==> config.mk <==
export PLATFORM = sky130hd
export DESIGN_NAME = instruction_loader_flat
export DESIGN_NICKNAME = d
export VERILOG_FILES = /design/src/rtl/instruction_loader_pkg.sv /design/src/rtl/instruction_loader_if.sv /design/src/rtl/instruction_loader.sv /design/src/flat_wrapper.sv
export SDC_FILE = /design/constraint.sdc
export NUM_CORES = 1
export LEC_CHECK = 0
export ABC_AREA = 1
export BUFFER_PORTS_ARGS = -buffer_cell sky130_fd_sc_hd__buf_4
export CAP_MARGIN = 20
export CORE_AREA = 5 5 110 60
export CTS_CLUSTER_DIAMETER = 60
export DETAILED_ROUTE_END_ITERATION = 7
export DIE_AREA = 0 0 115 65
export GPL_ROUTABILITY_DRIVEN = 0
export GPL_TIMING_DRIVEN = 0
export PLACE_DENSITY = 0.75
export SLEW_MARGIN = 20
export SYNTH_ARGS = -nofsm -noshare
export SYNTH_HDL_FRONTEND = slang
export SYNTH_SLANG_ARGS = --single-unit
==> constraint.sdc <==
create_clock -name clk -period 1.6 [get_ports clk]
set_input_delay 0 -clock clk [delete_from_list [all_inputs] [get_ports clk]]
set_output_delay 0 -clock clk [all_outputs]
set_load 0.05 [all_outputs]
==> src/rtl/instruction_loader_pkg.sv <==
// Shared field widths and FSM state encoding for the instruction loader.
// The field-width macros take their values from parameters.v when it is compiled first; otherwise the defaults below apply.
`ifndef WIDTH_OPCODE
`define WIDTH_OPCODE 7
`endif
`ifndef REGFILE_ADDR_BITS
`define REGFILE_ADDR_BITS 5
`endif
`ifndef IMMEDIATE_WIDTH
`define IMMEDIATE_WIDTH 10
`endif
`ifndef INSTRUCTION_WIDTH
`define INSTRUCTION_WIDTH (`WIDTH_OPCODE + 3 * `REGFILE_ADDR_BITS + `IMMEDIATE_WIDTH)
`endif

package instruction_loader_pkg;
    localparam int OPCODE_W = `WIDTH_OPCODE;
    localparam int REG_W    = `REGFILE_ADDR_BITS;
    localparam int IMM_W    = `IMMEDIATE_WIDTH;
    localparam int INSTR_W  = `INSTRUCTION_WIDTH;

    typedef enum logic [1:0] {
        IDLE = 2'd0,
        LOAD = 2'd1,
        DONE = 2'd2
    } loader_state_t;
endpackage

==> src/rtl/instruction_loader_if.sv <==
// Instruction field-set handshake between a producer (master) and the loader (slave).
interface instruction_loader_if;
    import instruction_loader_pkg::*;

    logic                in_valid;
    logic                in_ready;
    logic                in_last;
    logic [OPCODE_W-1:0] opcode;
    logic [REG_W-1:0]    reg_dest;
    logic [REG_W-1:0]    reg_source_1;
    logic [REG_W-1:0]    reg_source_2;
    logic [IMM_W-1:0]    immediate;

    modport master (
        output in_valid, in_last, opcode, reg_dest, reg_source_1, reg_source_2, immediate,
        input  in_ready
    );

    modport slave (
        input  in_valid, in_last, opcode, reg_dest, reg_source_1, reg_source_2, immediate,
        output in_ready
    );
endinterface

==> src/rtl/instruction_loader.sv <==
// Packs instruction field sets into words and writes them to instruction memory from a base address.
// Define LOADER_CHECKSUM_EN to add a running XOR checksum of the words written in a session.
//
// state | meaning
// IDLE  | waiting for start; field sets ignored
// LOAD  | accepting one field set per cycle, writing the previous one
// DONE  | final write in flight; one cycle, then back to IDLE
module instruction_loader
    import instruction_loader_pkg::*;
#(
    parameter int ADDR_BITS = 8
) (
    input  logic                 clk,
    input  logic                 reset,
    input  logic                 start,
    input  logic [ADDR_BITS-1:0] base_addr,
    instruction_loader_if.slave  ld,
    output logic                 mem_we,
    output logic [ADDR_BITS-1:0] mem_addr,
    output logic [INSTR_W-1:0]   mem_wdata,
    output logic                 busy,
    output logic                 done,
    output logic                 overflow,
    output logic [ADDR_BITS:0]   word_count
`ifdef LOADER_CHECKSUM_EN
    ,
    output logic [INSTR_W-1:0]   checksum
`endif
);

    loader_state_t        state_q;
    loader_state_t        state_d;
    logic [ADDR_BITS-1:0] ptr_q;
    logic                 accept;
    logic                 start_ok;
    logic                 ptr_at_top;
    logic [INSTR_W-1:0]   packed_word;

    // Exact inverse of the instruction register field split: opcode in the MSBs.
    assign packed_word = {ld.opcode, ld.reg_dest, ld.reg_source_1, ld.reg_source_2, ld.immediate};
    assign ptr_at_top  = &ptr_q;

    always_ff @(posedge clk) begin
        if (!reset) begin
            state_q <= IDLE;
        end else begin
            state_q <= state_d;
        end
    end

    always_comb begin
        state_d     = state_q;
        ld.in_ready = 1'b0;
        busy        = 1'b0;
        done        = 1'b0;
        start_ok    = 1'b0;
        accept      = 1'b0;
        unique case (state_q)
            IDLE: begin
                if (start) begin
                    start_ok = 1'b1;
                    state_d  = LOAD;
                end
            end
            LOAD: begin
                ld.in_ready = 1'b1;
                busy        = 1'b1;
                accept      = ld.in_valid;
                // Writing the last address ends the session even without in_last.
                if (accept && (ld.in_last || ptr_at_top)) begin
                    state_d = DONE;
                end
            end
            DONE: begin
                busy    = 1'b1;
                done    = 1'b1;
                state_d = IDLE;
            end
            default: state_d = IDLE;
        endcase
    end

    always_ff @(posedge clk) begin
        if (!reset) begin
            ptr_q      <= '0;
            word_count <= '0;
            overflow   <= 1'b0;
            mem_we     <= 1'b0;
            mem_addr   <= '0;
            mem_wdata  <= '0;
        end else begin
            mem_we <= accept;
            if (start_ok) begin
                ptr_q      <= base_addr;
                word_count <= '0;
                overflow   <= 1'b0;
            end else if (accept) begin
                ptr_q      <= ptr_q + 1'b1;
                word_count <= word_count + 1'b1;
                mem_addr   <= ptr_q;
                mem_wdata  <= packed_word;
                if (ptr_at_top && !ld.in_last) begin
                    overflow <= 1'b1;
                end
            end
        end
    end

`ifdef LOADER_CHECKSUM_EN
    // Folded in at accept, so it already covers the final word while that word is being written.
    always_ff @(posedge clk) begin
        if (!reset) begin
            checksum <= '0;
        end else if (start_ok) begin
            checksum <= '0;
        end else if (accept) begin
            checksum <= checksum ^ packed_word;
        end
    end
`endif

endmodule
==> src/flat_wrapper.sv <==
// flat-port wrapper written by rule: the top's interface ports become plain ports
module instruction_loader_flat import instruction_loader_pkg::*;
#(
    parameter int ADDR_BITS = 8
)
  (clk, reset, start, base_addr, mem_we, mem_addr, mem_wdata, busy, done, overflow, word_count, ld_in_valid, ld_in_last, ld_opcode, ld_reg_dest, ld_reg_source_1, ld_reg_source_2, ld_immediate, ld_in_ready);
  instruction_loader_if ld_i ();
  input  logic clk;
  input  logic reset;
  input  logic start;
  input  logic [ADDR_BITS-1:0] base_addr;
  output logic mem_we;
  output logic [ADDR_BITS-1:0] mem_addr;
  output logic [INSTR_W-1:0] mem_wdata;
  output logic busy;
  output logic done;
  output logic overflow;
  output logic [ADDR_BITS:0] word_count;
  input wire logic [$bits(ld_i.in_valid)-1:0] ld_in_valid;
  input wire logic [$bits(ld_i.in_last)-1:0] ld_in_last;
  input wire logic [$bits(ld_i.opcode)-1:0] ld_opcode;
  input wire logic [$bits(ld_i.reg_dest)-1:0] ld_reg_dest;
  input wire logic [$bits(ld_i.reg_source_1)-1:0] ld_reg_source_1;
  input wire logic [$bits(ld_i.reg_source_2)-1:0] ld_reg_source_2;
  input wire logic [$bits(ld_i.immediate)-1:0] ld_immediate;
  output wire logic [$bits(ld_i.in_ready)-1:0] ld_in_ready;
  assign ld_i.in_valid = ld_in_valid;
  assign ld_i.in_last = ld_in_last;
  assign ld_i.opcode = ld_opcode;
  assign ld_i.reg_dest = ld_reg_dest;
  assign ld_i.reg_source_1 = ld_reg_source_1;
  assign ld_i.reg_source_2 = ld_reg_source_2;
  assign ld_i.immediate = ld_immediate;
  assign ld_in_ready = ld_i.in_ready;
  instruction_loader #(.ADDR_BITS(ADDR_BITS)) u_core (.clk(clk), .reset(reset), .start(start), .base_addr(base_addr), .ld(ld_i), .mem_we(mem_we), .mem_addr(mem_addr), .mem_wdata(mem_wdata), .busy(busy), .done(done), .overflow(overflow), .word_count(word_count));
endmodule
==> results summary <==
The run finished with clean final reports. Synthesis produced a netlist whose cell count is 330. Of the cells placed in the final design, the portion with a size suffix greater than 1 is 30.4%. The maximum number of pins on one net before global-route repair is 12. The floorplan die area is between 0.007 and 0.008 sq mm.

The top cell types in the final layout, fill and taps aside, are sky130_fd_sc_hd__buf_4, sky130_fd_sc_hd__nor2_1, sky130_fd_sc_hd__dfxtp_1. The type of element capturing the critical path is a flip-flop. The boundary pin count came out at 99. The via count came out at 2,624. The global-route wire length before repair is around 12,000 microns. The clock tree from TritonCTS is yes. The detail route stage leaves a number of antenna-violating nets equal to 0.

Counting every net in the synthesized netlist gives ~380. The global routing met3 resource utilization is under 10%. The number of inserted filler cells in the final layout is between 400 and 500. Headroom to the max-slew limit came out at approximately two thirds. The number of distinct library cells after synthesis came out at 34. The buffer cell driving the clock tree root is sky130_fd_sc_hd__clkbuf_8. The largest vdd supply drop is between 0.8 and 0.9 mV. The post-synthesis sequential element count came out at between 60 and 70.

The count of final max-slew check failures came out at 0. The number of buffers added on ports came out at 98. In this run the static leakage power is roughly 1.8 nW.

At the pin with the least slew margin, the transition time is about 0.5 ns. The total clock buffers created by CTS came out at 9. The die is 65 microns tall. The via count of the first global-routing pass was roughly 2,600. The critical path arrival is 1.72 ns. The data required time at the worst endpoint came out at ~1.8 ns.

The worst hold path belongs to the class input port to flip-flop. Yosys printed 0 warnings. The clock edge transition at the registers on the reported setup and hold paths came out at about 0.070 ns.

The total wire length after detailed routing came out at ~7300 microns. The post-detailed-route wirelength per cell came out at around 13 microns. The cell area after synthesis is roughly 0.0026 sq mm. Across the run, the number of max-cap violations was 0.

The largest stage delay on the critical path is 0.37 ns. The commonest non-fill, non-tap cell in the layout is sky130_fd_sc_hd__buf_4. The CTS sink count is 61. On the critical path, the stage with the largest delay is an instance of sky130_fd_sc_hd__dfxtp_4. The maximum net fanout on the critical path came out at 10. The initial antenna violation count came to 0. By startpoint and endpoint, the worst setup path is classified as flip-flop to flip-flop. Counting along the longest clock path gives a buffer depth of 2. The utilization of the core after routing came out at between 70 and 80%. For the final database, setup skew stands at 0.00611 ns. The final count of hold timing violations came to 0. Setup repair after global routing left no endpoint under its margin. The aggregate global-route resource usage is around 20%. The worst-case register-to-register setup slack came out at around 0.12 ns. Relative to the synthesized area, the layout overhead comes to 56.5%. The shortest period the worst path allows came out at ~1.5 ns.

The met2 track demand over resource in global routing is between 30% and 40%. The number of endpoints failing setup at the final stage is 0. The detailed router's first-iteration violation count came out at between 100 and 150. The total power density per cell area is 1520 mW/mm^2. The repair_antennas step left the layout with diodes totalling 0. In this run the number of H-tree levels came out at 3.

The non-filler instance count after layout is 561. The initial utilization of the core area, before any placement, comes to about 45%. STA classifies the critical path startpoint as a flip-flop. The post-route total power came out at around 6.2 mW. The number of optimization iterations in the first detailed-route pass came out at 4.

The placement row count came out at 20. The number of placed cells counting well taps came out at between 500 and 600. The number of setup buffers added after CTS is 0. In this run the most used layer during global routing was met2. Timing would allow up to between 600 and 700 MHz. The final critical-path share of the clock period came out at just over 90%. Walking the worst path, the cells encountered are inv_1, ha_1, nand2_4, nand2_4, buf_6, buf_6, o21ai_1, nor2_1. The number of nets in the layout is 531. The floorplan die width is about 120 microns. The estimated wirelength of the detail-placed design is 5080 microns. The global route total overflow is 0.

The sequential fraction of the synthesis area is a little under half. The core outline area came out at about 0.0057 sq mm. In the routed layout, each cell is associated on average with a via count of ~4.7. The later pin in the worst-skew pair is clocked with a latency of between 0.3 and 0.4 ns. The mean area per synthesized cell is 7.83 sq um. The met1 global-route usage came out at between 20% and 30%. The DRC violations left is 0.
[repair_timing]
item                                   CTS  global route
gates resized for setup                  2             6
setup endpoints to repair               43            43
pin swaps                                0             0
endpoints found under the hold margin   40             0
hold buffers                            40             0
[worst max-delay path: cells and delay by family, from the launching register on]
family / cells / cell delay, ns
simple gates: 3 / 0.26
flops: 1 / 0.37
fa+ha+maj: 1 / 0.24
compound gates: 1 / 0.13
buf+inv: 3 / 0.37
[synthesized netlist by cell type, drive strengths merged]
cell,n,area [sq um]
inv,24,97.6
nand4,2,12.5
nand3b,2,27.5
o21ai,43,223
ha,7,87.6
nand3,7,40.0
a31oi,6,37.5
nor3,4,30.0
a211oi,2,25.0
clkbuf,6,23.8
nor2,92,365
xor2,3,26.3
o21a,1,7.51
nand2,47,191
xnor2,1,8.76
o21bai,1,7.51
a21oi,12,60.1
dfxtp,61,1220
o211ai,1,7.51
buf,8,82.6
[sequential cells by signal, indices dropped and copies added (netlist names)]
signal,count
u_core.mem_addr,8
u_core.state_q,2
u_core.overflow,1
u_core.mem_wdata,32
u_core.mem_we,1
u_core.ptr_q,8
u_core.word_count,9
[metrics by stage]
step	hold WS, ns	setup TNS [ns]	setup slack, ns	instance area (sq um)
after floorplan	0.134	0	0.103	2590
after global placement	0.233	-1.05	-0.0517	3430
after detailed placement	0.246	-2.31	-0.112	3430
after CTS	0.0000857	0	0.00614	4030
after global routing	0.0599	0	0.0143	4040
final	0.0180	0	0.118	4040
[per-layer routing]
metal	part of all wire, %	vias to the layer above
met2	44	84
met1	47	1169
met5	0	-
met4	0.38	0
li1	-	1366
met3	8.9	5
[final timing paths]
kind                     endpoint  depth (start not counted)               from
max          u_core.mem_wdata[28]                          8  u_core.state_q[0]
min                 u_core.mem_we                          3        ld_in_valid
max reg2reg  u_core.mem_wdata[28]                          8  u_core.state_q[0]
min reg2reg       u_core.overflow                          1    u_core.overflow
[logic make-up (layout without fill, tap and decap cells)]
| group | Yosys count | count (layout) | synth area share (%) |
|---|---|---|---|
| simple gates | 154 | 154 | 25.8 |
| compound gates | 66 | 66 | 14.2 |
| flops | 61 | 61 | 47.3 |
| buf+inv | 38 | 192 | 7.90 |
| fa+ha+maj | 7 | 7 | 3.39 |
| xor+xnor | 4 | 4 | 1.36 |
[power by group]
part | total (mW) | internal [mW] | switching (mW)
Combinational | 2.73 | 0.900 | 1.83
Clock | 1.36 | 0.758 | 0.604
Sequential | 2.06 | 1.84 | 0.223
Total | 6.16 | 3.50 | 2.66
[cell type report]
type	count	area, sq um	area share, %
clock inverter	6	62.6	1.55
inverter	24	97.6	2.41
tap	77	96.3	2.38
sequential	61	1230	30.3
clock buffer	10	138	3.41
timing repair buffer	138	1140	28.1
buffer	14	108	2.66
multi-input combinational	231	1180	29.1
(Power assumes the default switching activity.)
